===== src/rtl/shift_add_multiplier_pkg.sv =====
// Shared definitions for the shift-add multiplier.
// The divider uses the same state encodings, so values must not change.
//   mult_state_e : IDLE / RUN / DONE encodings
//   cnt_w(n)     : width of an iteration counter that can hold n
package shift_add_multiplier_pkg;

    typedef enum logic [1:0] {
        MULT_IDLE = 2'd0,
        MULT_RUN  = 2'd1,
        MULT_DONE = 2'd2
    } mult_state_e;

    function automatic int cnt_w(input int n);
        return $clog2(n + 1);
    endfunction

endpackage


===== src/rtl/mult_abs.sv =====
// Combinational conditional two's-complement negate.
// Used as |x| on the operands (neg = sign bit) and as -x on the result.
//   neg : negate when 1, pass through when 0
//   val : W-bit input
//   res : W-bit result; -(-2^(W-1)) wraps to 2^(W-1), which is the
//         correct magnitude when res is read as unsigned
module mult_abs #(
    parameter int W = 4
) (
    input  logic         neg,
    input  logic [W-1:0] val,
    output logic [W-1:0] res
);

    assign res = neg ? ((~val) + W'(1)) : val;

endmodule


===== src/rtl/shift_add_multiplier.sv =====
// Sequential shift-add multiplier, one multiplier bit per clock.
// Operands are converted to magnitudes on accept, multiplied unsigned,
// and the sign is reapplied to the 2N-bit result on the edge entering DONE.
//
// Handshakes: a transfer happens on a rising edge where valid && ready.
// in_ready is high only in IDLE; out_valid is high only in DONE and the
// product stays stable until out_ready is seen high.
//
// Ports:
//   clock        : rising-edge clock
//   reset        : asynchronous active-low reset
//   in_valid     : operand pair valid
//   in_ready     : operands can be accepted (IDLE only)
//   multiplicand : operand A, N bits
//   multiplier   : operand B, N bits
//   out_valid    : product valid, held until accepted
//   out_ready    : consumer accepts product
//   product      : A*B, 2N bits
//   busy         : high in RUN or DONE
//   dbg_state    : current FSM state
module shift_add_multiplier
    import shift_add_multiplier_pkg::*;
#(
    parameter int N      = 4,
    parameter int SIGNED = 0
) (
    input  logic             clock,
    input  logic             reset,
    input  logic             in_valid,
    output logic             in_ready,
    input  logic [N-1:0]     multiplicand,
    input  logic [N-1:0]     multiplier,
    output logic             out_valid,
    input  logic             out_ready,
    output logic [2*N-1:0]   product,
    output logic             busy,
    output mult_state_e      dbg_state
);

    localparam int CNT_W     = cnt_w(N);
    localparam bit IS_SIGNED = (SIGNED != 0);

    mult_state_e       state_q, state_d;
    logic [N-1:0]      m_q, m_d;
    logic [N-1:0]      a_q, a_d;
    logic [N-1:0]      q_q, q_d;
    logic              carry_q, carry_d;
    logic              neg_q, neg_d;
    logic [CNT_W-1:0]  count_q, count_d;
    logic              in_ready_q, in_ready_d;
    logic              out_valid_q, out_valid_d;
    logic              busy_q, busy_d;
    logic [2*N-1:0]    product_q, product_d;

    logic [N-1:0]      mcand_mag;
    logic [N-1:0]      mplier_mag;
    logic [2*N-1:0]    prod_signed;
    logic [N:0]        sum;

    mult_abs #(.W(N)) u_abs_a (
        .neg (IS_SIGNED && multiplicand[N-1]),
        .val (multiplicand),
        .res (mcand_mag)
    );

    mult_abs #(.W(N)) u_abs_b (
        .neg (IS_SIGNED && multiplier[N-1]),
        .val (multiplier),
        .res (mplier_mag)
    );

    mult_abs #(.W(2*N)) u_neg_p (
        .neg (neg_q),
        .val ({a_q, q_q}),
        .res (prod_signed)
    );

    always_comb begin
        state_d   = state_q;
        m_d       = m_q;
        a_d       = a_q;
        q_d       = q_q;
        carry_d   = carry_q;
        neg_d     = neg_q;
        count_d   = count_q;
        product_d = product_q;

        // {carry,A} after the conditional add; the shift below consumes it
        sum = q_q[0] ? ({1'b0, a_q} + {1'b0, m_q}) : {carry_q, a_q};

        case (state_q)
            MULT_IDLE: begin
                if (in_valid && in_ready_q) begin
                    state_d = MULT_RUN;
                    m_d     = mcand_mag;
                    q_d     = mplier_mag;
                    a_d     = '0;
                    carry_d = 1'b0;
                    count_d = CNT_W'(N);
                    neg_d   = IS_SIGNED & (multiplicand[N-1] ^ multiplier[N-1]);
                end
            end
            MULT_RUN: begin
                if (count_q == '0) begin
                    state_d   = MULT_DONE;
                    product_d = prod_signed;
                end else begin
                    // {carry,A,Q} >>= 1: carry falls into A's MSB, A's LSB into Q
                    carry_d = 1'b0;
                    a_d     = sum[N:1];
                    q_d     = {sum[0], q_q[N-1:1]};
                    count_d = count_q - CNT_W'(1);
                end
            end
            MULT_DONE: begin
                if (out_valid_q && out_ready) begin
                    state_d = MULT_IDLE;
                end
            end
            default: state_d = MULT_IDLE;
        endcase

        // Status outputs are registered from the next state so they line up
        // with the state register.
        in_ready_d  = (state_d == MULT_IDLE);
        out_valid_d = (state_d == MULT_DONE);
        busy_d      = (state_d != MULT_IDLE);
    end

    always_ff @(posedge clock or negedge reset) begin
        if (!reset) begin
            state_q     <= MULT_IDLE;
            m_q         <= '0;
            a_q         <= '0;
            q_q         <= '0;
            carry_q     <= 1'b0;
            neg_q       <= 1'b0;
            count_q     <= '0;
            in_ready_q  <= 1'b0;
            out_valid_q <= 1'b0;
            busy_q      <= 1'b0;
            product_q   <= '0;
        end else begin
            state_q     <= state_d;
            m_q         <= m_d;
            a_q         <= a_d;
            q_q         <= q_d;
            carry_q     <= carry_d;
            neg_q       <= neg_d;
            count_q     <= count_d;
            in_ready_q  <= in_ready_d;
            out_valid_q <= out_valid_d;
            busy_q      <= busy_d;
            product_q   <= product_d;
        end
    end

    assign in_ready  = in_ready_q;
    assign out_valid = out_valid_q;
    assign busy      = busy_q;
    assign product   = product_q;
    assign dbg_state = state_q;

endmodule


===== config.mk =====
export PLATFORM = sky130hd
export DESIGN_NAME = shift_add_multiplier
export DESIGN_NICKNAME = d
export VERILOG_FILES = /design/src/rtl/shift_add_multiplier_pkg.sv /design/src/rtl/mult_abs.sv /design/src/rtl/shift_add_multiplier.sv
export SDC_FILE = /design/constraint.sdc
export NUM_CORES = 1
export LEC_CHECK = 0
export ABC_AREA = 1
export CORE_ASPECT_RATIO = 0.75
export CORE_MARGIN = 2
export CORE_UTILIZATION = 32
export CTS_BUF_LIST = sky130_fd_sc_hd__clkbuf_8
export CTS_CLUSTER_SIZE = 40
export DETAILED_ROUTE_END_ITERATION = 10
export GPL_TIMING_DRIVEN = 0
export SYNTH_ARGS = -nofsm -noshare
export SYNTH_HDL_FRONTEND = slang
export SYNTH_SLANG_ARGS = --single-unit

===== constraint.sdc =====
create_clock -name clock -period 1.7 [get_ports clock]
set_clock_uncertainty 0.15 [all_clocks]
set_input_delay 0.34 -clock clock [delete_from_list [all_inputs] [get_ports clock]]
set_output_delay 0.34 -clock clock [all_outputs]
set_load 0.02 [all_outputs]

==> impl_metrics.json <==
{
  "status": "complete, no violations",
  "track_usage": 0.124,
  "rsz_0062_raised_after_global_routing": "no",
  "dp_cell_count": 226,
  "synthTopCellsByCount": "52 x nand2_1, 28 x dfrtp_1, 13 x inv_1, 13 x nand3_1",
  "synth.top_cells.by_area": "dfrtp_1 53%, nand2_1 15%, ha_1 5.7%",
  "grt_first_pass_wirelength_um": 4470,
  "hold_buffers": 0,
  "cts_root_buffer": "clkbuf_8",
  "power_mw": 3.04,
  "routed-via-count": 1042,
  "netlist.top_cell.by_area": "dfrtp_1",
  "power.switching_fraction": 0.440,
  "num_antenna_cells": 0,
  "final_max_slew_viol_count": 0,
  "port-buffer-count": 24,
  "final_design_area_no_fill_um2": 1660,
  "post_route_cells_drive_above_1_share": 0.0977,
  "die-width_um": 77.9,
  "netlist_instances": 147,
  "yosysWarnings": 0,
  "tritoncts.num_buffers": 3,
  "drt_antenna_net_count": 0,
  "clock_power_share": 0.115,
  "wire_length_after_detailed_routing_um": 2630,
  "synth-edff-count": 0,
  "route.detailed.wl_per_inst_um": 11.5,
  "yosys.cell_types.count": 22,
  "ys_async_sr_fraction": 1.00,
  "max-clock-path-buffers": 2,
  "internal_power_of_the_cells_mw": 1.71,
  "min-delay-path-class": "in2async",
  "critPathRequiredTime_ns": 1.74,
  "dr.first_iter.drc_count": 39,
  "remaining_drc_errors": 0,
  "worst_setup_path_end_kind": "flop",
  "cts_sinks": 28,
  "synth_largest_type_area_fraction": 0.535,
  "antenna_found_initial": 0,
  "timing_worst_setup_path_type": "reg2reg",
  "power.combinational.fraction": 0.500,
  "path_max_fanout": 3,
  "finalSetupViolations": 0,
  "initial_utilization": 0.329,
  "fin_worst_hold_slack_ns": 0.281,
  "number_of_top_level_pins": 25,
  "insertion_delay_ns": 0.27,
  "fin_cells": 229,
  "firstDrtPassIters": 4,
  "yosys.cell_count.top_type": "nand2_1",
  "worst_setup_hold_path_clk_slew_ns": 0.09,
  "power_density_nw_per_um2": 1830,
  "period_minus_slack_ns": 1.62,
  "dpl-instance-area_um2": 1620,
  "startpoint_type": "flop",
  "postSynth.topFlopCell": "dfrtp_1",
  "synth.yosys.seq_area_share": 0.535,
  "max_slew.worst_pin.slew_ns": 1.20,
  "cts_post_setup_buffers_inserted": 0,
  "seqPwrFrac": 0.385,
  "globalplace.congestion": 0.815,
  "worst-endpoint-arrival_ns": 1.66,
  "layout_area_growth_over_synthesis_pct": 26.6,
  "synth-seq-cells": 28,
  "floorplan.die.height_um": 59.4,
  "finalCritPeriodShare": 0.952,
  "core_um2": 3980,
  "place_hpwl_um": 2020,
  "detail_route.vias_per_cell": 4.55,
  "ctsHtreeMaxLevel": 1,
  "grt_pass1_vias": 982,
  "postSynthNetCount": 166,
  "tritoncts": "built",
  "layout.nets": 195,
  "globalRoute.totalOverflow": 0,
  "design.die.area_um2": 4630,
  "slew-limit-headroom": 0.201,
  "p_leak_nw": 0.855,
  "timing.final.hold_violations": 0,
  "power.ir.vdd_worst_mv": 0.547,
  "post_synth_instance_area_um2": 1310,
  "syn-mean-instance-area_um2": 8.91,
  "maximum_capacitance_violations": 0,
  "p_switching_mw": 1.34,
  "num_rows": 20,
  "max_clock_freq_mhz": 618,
  "grt_max_degree": 29
}
critical path, cell delays in order (launching register included):
cell	delay, ns
dfrtp_1	0.40
ha_2	0.21
fa_2	0.52
o21ai_0	0.09
o22ai_1	0.17
state kept, by name (all words and copies together) (netlist names), 2 cells and up:
name and count:
q_q 4, m_q 4, product 8, dbg_state 2, a_q 4, count_q 3
cell families (layout without fill, tap and decap cells):
logic type / count (synthesis) / count (layout) / share of synthesized area
xor gates and xnor gates: 1 / 1 / 0.00669
adders and majority gates: 7 / 7 / 0.0726
buffers and inverters: 17 / 44 / 0.0573
and+or+nand+nor: 77 / 77 / 0.259
AOI/OAI and AO/OA: 17 / 17 / 0.0697
DFF: 28 / 28 / 0.535
per-layer routing:
layer / vias to the layer above / routed length [µm] / track usage
met2: 22 / 1160 / 0.196
met5: - / 0 / 0
met3: 2 / 115 / 0.0320
met4: 0 / 27 / 0.0332
met1: 495 / 1320 / 0.171
li1: 523 / - / -
repair_timing:
item	CTS	global route
resized for setup	13	7
endpoints found under the hold margin	0	0
setup endpoints to repair	26	5
pin swaps	0	1
layout make-up:
cell class	count	area, µm²
Fill cell	376	2320
Sequential cell	28	701
Multi-Input combinational cell	102	547
Timing Repair Buffer	24	226
Tap cell	55	68.8
Inverter	15	56.3
Clock buffer	3	41.3
Buffer	2	18.8
worst paths after layout:
path / start / to / slack [ns] / depth (start not counted)
max in group asynchronous: reset / out_valid / 0.41 / 1
max reg2reg: m_q[0] / a_q[0] / 0.08 / 4
min in group clock: product[3] / product[3] / 0.33 / 2
min reg2reg: product[3] / product[3] / 0.33 / 2
max: m_q[0] / a_q[0] / 0.08 / 4
min: reset / m_q[3] / 0.28 / 1
cells in the final DEF, fill, tap and decap left out, drive strengths merged:
master,count
dlymetal6s2s,1
nand2,54
inv,15
nand3,15
fa,1
clkdlybuf4s50,10
nand3b,1
ha,6
a21oi,3
nor2b,1
clkbuf,3
o22ai,2
o21ai,12
dlygate4sd2,13
dfrtp,28
xnor2,1
nor2,6
buf,2
stage by stage:
| stage | setup TNS (ns) | utilization | worst slack, ns |
|---|---|---|---|
| global placement | -7.33 | 0.407 | -0.260 |
| global route | 0 | 0.417 | 0.0103 |
| finish | 0 | 0.417 | 0.0809 |
| floorplan | 0 | - | 0.129 |
| detailed placement | -8.62 | 0.407 | -0.301 |
| CTS | 0 | 0.413 | 0.0127 |
power by group through the flow:
stage / Combinational [mW] / Sequential (mW) / Clock [mW]
5_1_grt: 1.71 / 1.22 / 0.384
6_report: 1.52 / 1.17 / 0.350
4_1_cts: 1.50 / 1.17 / 0.359
3_5_place_dp: 1.58 / 1.19 / 0
3_3_place_gp: 1.54 / 1.18 / 0
2_1_floorplan: 0.895 / 1.31 / 0
Note: power is estimated with default switching activity, not from simulation.
